[config.mk]
export PLATFORM = sky130hd
export DESIGN_NAME = axi4_lite_register_master
export DESIGN_NICKNAME = d
export VERILOG_FILES = /design/src/rtl/axi4_lite_master_pkg.sv /design/src/rtl/axi4_lite_watchdog.sv /design/src/rtl/axi4_lite_register_master.sv
export SDC_FILE = /design/constraint.sdc
export NUM_CORES = 1
export LEC_CHECK = 0
export ABC_AREA = 1
export CELL_PAD_IN_SITES_DETAIL_PLACEMENT = 1
export CELL_PAD_IN_SITES_GLOBAL_PLACEMENT = 1
export CORE_MARGIN = 2
export CORE_UTILIZATION = 31
export CTS_CLUSTER_DIAMETER = 60
export DETAILED_ROUTE_END_ITERATION = 10
export GPL_ROUTABILITY_DRIVEN = 0
export PLACE_DENSITY_LB_ADDON = 0.1
export SYNTH_ARGS = -nofsm -noshare
export SYNTH_HDL_FRONTEND = slang
export SYNTH_HIERARCHICAL = 1
export SYNTH_SLANG_ARGS = --single-unit
[constraint.sdc]
create_clock -name aclk -period 9.6 [get_ports aclk]
set_input_delay 1.92 -clock aclk [delete_from_list [all_inputs] [get_ports aclk]]
set_output_delay 1.92 -clock aclk [all_outputs]
set_load 0.02 [all_outputs]
[src/rtl/axi4_lite_master_pkg.sv]
// Shared types and constants for the AXI4-lite register master.
// Holds the FSM state encoding, the AXI response codes and the default protection value.
package axi4_lite_master_pkg;

    typedef enum logic [2:0] {
        IDLE,
        WR,
        WR_RESP,
        RD_ADDR,
        RD_DATA,
        RSP
    } state_t;

    localparam logic [1:0] OKAY   = 2'b00;
    localparam logic [1:0] EXOKAY = 2'b01;
    localparam logic [1:0] SLVERR = 2'b10;
    localparam logic [1:0] DECERR = 2'b11;

    localparam logic [2:0] PROT_DEFAULT = 3'b000;

    // States in which the master is waiting on the slave and the watchdog runs.
    function automatic logic is_wait_state(input state_t s);
        return (s == WR) || (s == WR_RESP) || (s == RD_ADDR) || (s == RD_DATA);
    endfunction

endpackage

[src/rtl/axi4_lite_watchdog.sv]
// Saturating wait-cycle counter with a sticky timeout flag.
// TIMEOUT of 0 disables the flag entirely.
module axi4_lite_watchdog #(
    parameter int TIMEOUT = 1024
) (
    input  logic aclk,
    input  logic areset,
    input  logic restart,
    input  logic active,
    input  logic clear,
    output logic timeout
);

    localparam int CW = (TIMEOUT > 1) ? $clog2(TIMEOUT) : 1;
    localparam logic [CW-1:0] LIMIT = (TIMEOUT > 0) ? CW'(TIMEOUT - 1) : '0;
    localparam logic ENABLED = (TIMEOUT != 0);

    logic [CW-1:0] count;

    always_ff @(posedge aclk or posedge areset) begin
        if (areset) begin
            count <= '0;
        end else if (restart) begin
            count <= '0;
        end else if (active && (count != LIMIT)) begin
            count <= count + CW'(1);
        end
    end

    // The flag survives the end of the wait so the response can report it.
    always_ff @(posedge aclk or posedge areset) begin
        if (areset) begin
            timeout <= 1'b0;
        end else if (clear) begin
            timeout <= 1'b0;
        end else if (ENABLED && active && (count == LIMIT)) begin
            timeout <= 1'b1;
        end
    end

endmodule

[src/rtl/axi4_lite_register_master.sv]
// AXI4-lite master turning a command/response handshake into single register
// reads and writes, one transaction outstanding, with a slave-hang watchdog.
module axi4_lite_register_master
    import axi4_lite_master_pkg::*;
#(
    parameter int A       = 32,
    parameter int N       = 4,
    parameter int TIMEOUT = 1024
) (
    input  logic           aclk,
    input  logic           areset,

    input  logic           cmd_valid,
    output logic           cmd_ready,
    input  logic           cmd_write,
    input  logic [A-1:0]   cmd_addr,
    input  logic [N*8-1:0] cmd_wdata,
    input  logic [N-1:0]   cmd_wstrb,

    output logic           rsp_valid,
    input  logic           rsp_ready,
    output logic           rsp_write,
    output logic [N*8-1:0] rsp_rdata,
    output logic [1:0]     rsp_resp,
    output logic           timeout,

    output logic [A-1:0]   awaddr,
    output logic [2:0]     awprot,
    output logic           awvalid,
    input  logic           awready,

    output logic [N*8-1:0] wdata,
    output logic [N-1:0]   wstrb,
    output logic           wvalid,
    input  logic           wready,

    input  logic [1:0]     bresp,
    input  logic           bvalid,
    output logic           bready,

    output logic [A-1:0]   araddr,
    output logic [2:0]     arprot,
    output logic           arvalid,
    input  logic           arready,

    input  logic [N*8-1:0] rdata,
    input  logic [1:0]     rresp,
    input  logic           rvalid,
    output logic           rready
);

    state_t state;
    state_t state_n;

    logic [A-1:0]   addr_q;
    logic [N*8-1:0] wdata_q;
    logic [N-1:0]   wstrb_q;
    logic           aw_done;
    logic           w_done;
    logic           rsp_write_q;
    logic [N*8-1:0] rsp_rdata_q;
    logic [1:0]     rsp_resp_q;
    logic           accept;

    assign accept = (state == IDLE) && cmd_valid;

    always_ff @(posedge aclk or posedge areset) begin
        if (areset) begin
            state <= IDLE;
        end else begin
            state <= state_n;
        end
    end

    // AW and W complete independently; leave WR only once both have been taken.
    always_comb begin
        state_n = state;
        case (state)
            IDLE:    if (cmd_valid) state_n = cmd_write ? WR : RD_ADDR;
            WR:      if ((aw_done || awready) && (w_done || wready)) state_n = WR_RESP;
            WR_RESP: if (bvalid) state_n = RSP;
            RD_ADDR: if (arready) state_n = RD_DATA;
            RD_DATA: if (rvalid) state_n = RSP;
            RSP:     if (rsp_ready) state_n = IDLE;
            default: state_n = IDLE;
        endcase
    end

    always_ff @(posedge aclk or posedge areset) begin
        if (areset) begin
            addr_q      <= '0;
            wdata_q     <= '0;
            wstrb_q     <= '0;
            aw_done     <= 1'b0;
            w_done      <= 1'b0;
            rsp_write_q <= 1'b0;
            rsp_rdata_q <= '0;
            rsp_resp_q  <= OKAY;
        end else begin
            if (accept) begin
                addr_q  <= cmd_addr;
                wdata_q <= cmd_wdata;
                wstrb_q <= cmd_wstrb;
                aw_done <= 1'b0;
                w_done  <= 1'b0;
            end
            if (state == WR) begin
                if (awvalid && awready) aw_done <= 1'b1;
                if (wvalid && wready)   w_done  <= 1'b1;
            end
            if ((state == WR_RESP) && bvalid) begin
                rsp_write_q <= 1'b1;
                rsp_rdata_q <= '0;
                rsp_resp_q  <= bresp;
            end
            if ((state == RD_DATA) && rvalid) begin
                rsp_write_q <= 1'b0;
                rsp_rdata_q <= rdata;
                rsp_resp_q  <= rresp;
            end
        end
    end

    // Every output comes from state or registers, never straight from an input.
    assign cmd_ready = (state == IDLE);
    assign awvalid   = (state == WR) && !aw_done;
    assign wvalid    = (state == WR) && !w_done;
    assign bready    = (state == WR_RESP);
    assign arvalid   = (state == RD_ADDR);
    assign rready    = (state == RD_DATA);
    assign rsp_valid = (state == RSP);

    assign awaddr    = addr_q;
    assign araddr    = addr_q;
    assign awprot    = PROT_DEFAULT;
    assign arprot    = PROT_DEFAULT;
    assign wdata     = wdata_q;
    assign wstrb     = wstrb_q;

    assign rsp_write = rsp_write_q;
    assign rsp_rdata = rsp_rdata_q;
    assign rsp_resp  = rsp_resp_q;

    axi4_lite_watchdog #(
        .TIMEOUT(TIMEOUT)
    ) u_watchdog (
        .aclk    (aclk),
        .areset  (areset),
        .restart ((state_n != state) && is_wait_state(state_n)),
        .active  (is_wait_state(state)),
        .clear   (accept),
        .timeout (timeout)
    );

endmodule

==> results.md <==
- Synth Area per Inst: between 8 and 9 µm²
- CP endpoint kind: register
- First DRT Iteration DRCs: between 150 and 200
- Lkg Pwr: 4.10 nW
- Cell row count: 48
- Worst Hold Class: register to register
- Skew final: between 0.01 and 0.015 ns
- Sequential share of power: between 20% and 30%
- Critical-path cell list: clkdlybuf4s50_1 -> inv_1 -> nor2_4 -> buf_4 -> nor2_1 -> nand2_1 -> nand2_1 -> nand2_1 -> nand2_1 -> nand2_1 -> inv_1 -> nand2_2 -> nand2_1 -> o21ai_1
- Nets: just under 1000
- Grt ovf: 0
- Synth Flop Type: dfrtp_1
- Sequential fraction of the synthesis area: 55.7%
- Post-CTS Hold Buffers: 0
- Worst Min Path Start: wdata[3]$_DFFE_PP0P_
- Ys Warns: 6
- Final setup viols: 0
- Crit path max fanout: slightly above 70
- Post-synthesis cell area: 5350 µm²
- Max VDD drop: around 0.14 mV
- WHS: approximately 0.47 ns
- CTS sink cnt: about 120
- Setup bufs post-CTS: 0
- Cells after Synth: ~640
- Clock period minus worst slack: 4.14 ns
- Routed len/inst: between 15 and 20 µm
- Clock share of power: approximately 22%
- Vias in the first global route: between 5000 and 6000
- Final wirelength: about 17000 µm
- Most frequent cell after synthesis: nand2_1
- Die Y-Extent: around 140 µm
- Clk_lat worst skew: around 0.4 ns
- Via count: just under 5000
- Vias per inst: approximately 4.5
- Int Pwr: 0.00173 W
- Final cell count without fillers: about 1100
- Ant. Diodes: 0
- Tcrit/Tclk final: between 40% and 50%
- Fraction of registers with async set/reset: 100%
- TNS Setup: 0 ns
- Die area: approximately 18000 µm²
- # IOs: about 260
- EDFF count, synth: 0
- Port Buffers: 256
- Area grow syn2layout: 57.0%
- FF-to-FF path depth: 14
- Slowest stage delay, CP: around 0.6 ns
- Worst setup margin: ~5.5 ns
- CP most frequent cell: nand2_1
- Synth top area share: between 50% and 60%
- Detailed placement HPWL: 12700 µm
- CTS Buf Count: 17
- Final hold vios: 0
- Measured slew at the worst slew-check pin: 0.942 ns
- Reg2reg end: u_watchdog/count[3]$_DFFE_PP0P_
- Initial Util: 31.3%
- Sw Share: approximately two fifths
- Max Slew Vio Count: 0
- CTS tree: yes
- Reg2reg start: state[1]$_DFF_PP0_
- Initial antenna violation count: 0
- Global-route wire length before repair: 27100 µm
- Crit Path Class: primary input to register
- # DRC: 0
- Share of layout cells above drive strength 1: approximately 5.8%
- Largest net degree at the start of global routing: between 70 and 80
- Hold endpoint: wdata[3]$_DFFE_PP0P_
- Area of the core: 17100 µm²
- Worst Hold Depth: 2
- Switching power: ~0.0011 W
- First-pass DRT Iterations: 4
- Rel. slew slack: a little under two fifths
- Slowest CP cell: buf_4
- Peak Freq: roughly 240 MHz
- Clock Pin Slew Worst Setup and Hold Paths: ~0.060 ns
- Routed Antenna Nets: 0
- Crit start category: primary input
- Final Total Pwr: about 0.0029 W
- Reg2reg setup slack: 6.81 ns
- Root buf cell: clkbuf_16
- Delay-heaviest family, CP: buffers and inverters
- GRT Util Overall: between 10% and 20%
- Critical Path AT: between 4 and 5 ns
- Bufs and invs on worst path: 4
- Comb power frac: approximately half
- FF+latch count, synth: ~120
- Required @ worst endpoint: 9.94 ns
- Post-synth top area cell: dfrtp_1
- H-tree Lvls: 4
- Die width: roughly 140 µm
- Cell Count Post-Placement: about 1100
- RSZ-0062 raised after global routing: no
- MaxCap Viol Count: 0
- Status: finished clean
- Longest Clk Path Bufs: 2
- Synth top cells by count: nand2_1, dfrtp_1, nand3_1, buf_4, nor2_1
- Pre-CTS WS: roughly 5.0 ns
- Pwr Density: 343 nW/µm²
- Synth area leaders: dfrtp_1, nand2_1, buf_4
- Synth unique cells: 27
- Post-CTS Resized: 0
[state kept, by name (all words and copies together), names as in the netlist, 2 cells and up]
name              flops
araddr               32
rsp_rdata            32
wdata                32
u_watchdog/count     10
wstrb                 4
state                 3
rsp_resp              2
[power by group through the flow]
stage               combinational, W  clock (W)  sequential (W)
floorplan                   0.000611          0         0.00104
detailed placement           0.00141          0        0.000856
global placement             0.00138          0        0.000843
finish                       0.00139   0.000643        0.000847
global route                 0.00151   0.000680        0.000876
CTS                          0.00142   0.000659        0.000850
[layout by cell type (no fill, tap or decap), types with 2 or more instances in the layout]
master / count
o21ai_1: 2
nand3_1: 46
clkbuf_16: 17
dfrtp_1: 119
nand4_1: 3
nand2_2: 5
nor2_4: 4
nand2_1: 323
nor3_1: 6
inv_1: 21
clkinv_2: 5
bufinv_16: 3
o21ai_0: 6
inv_2: 3
clkbuf_1: 2
buf_4: 5
clkdlybuf4s50_1: 256
clkbuf_8: 3
a21oi_1: 3
nor2_1: 24
conb_1: 6
[worst register-to-register path, stage by stage, from the launching register on]
cell and delay [ns]:
dfrtp_1 0.50, nor2_4 0.18, nand2_2 0.09, nor2_4 0.08, buf_4 0.60, nor2_1 0.16
nand2_1 0.13, nand2_1 0.06, nand2_1 0.06, nand2_1 0.04, nand2_1 0.24, inv_1 0.21
nand2_2 0.22, nand2_1 0.08, o21ai_1 0.08
[stage by stage]
stage / util, % / cell area [µm²]
global route: 49.2 / 8390
floorplan: - / 5360
global placement: 45.7 / 7790
finish: 49.2 / 8390
CTS: 49.2 / 8390
detailed placement: 45.7 / 7790
[metal layers]
metal / up-vias / GRT usage (%) / wire (µm)
li1: 2373 / - / -
met1: 2366 / 22.6 / 7090
met2: 181 / 32.5 / 8580
met3: 26 / 6.66 / 1300
met4: 0 / 7.23 / 418
met5: - / 0 / 0
[cell families (layout without fill, tap and decap cells)]
group / count (synthesis) / after routing / share of synthesized area, %
AND/OR/NAND/NOR: 414 / 414 / 31.7
adder cells (fa/ha/maj): 1 / 1 / 0.234
XOR/XNOR: 2 / 2 / 0.328
other: 1 / 6 / 0.0702
AO/OA/AOI/OAI: 14 / 14 / 1.64
flip-flops: 119 / 119 / 55.7
buffers and inverters: 92 / 318 / 10.3
[how the worst max path moves through the flow]
| stage | end | start | cells past startpoint |
|---|---|---|---|
| after floorplan | araddr[0]$_DFFE_PP0P_ | areset | 1 |
| after global placement | u_watchdog/count[1]$_DFFE_PP0P_ | cmd_valid | 14 |
| after detailed placement | u_watchdog/count[5]$_DFFE_PP0P_ | cmd_valid | 14 |
| after CTS | u_watchdog/count[5]$_DFFE_PP0P_ | cmd_valid | 14 |
| after global routing | u_watchdog/count[5]$_DFFE_PP0P_ | cmd_valid | 14 |
| final | u_watchdog/count[3]$_DFFE_PP0P_ | cmd_valid | 14 |
[final cells by class]
class                      instances  area [µm²]
clock buffer                      22         474
clock inverter                     9         124
tap                              225         282
multi-input combinational        437        1840
fill                            1980        8660
sequential                       119        2980
timing repair buffer             261        2600
inverter                          26         100
Power figures use the tool's default switching activity.
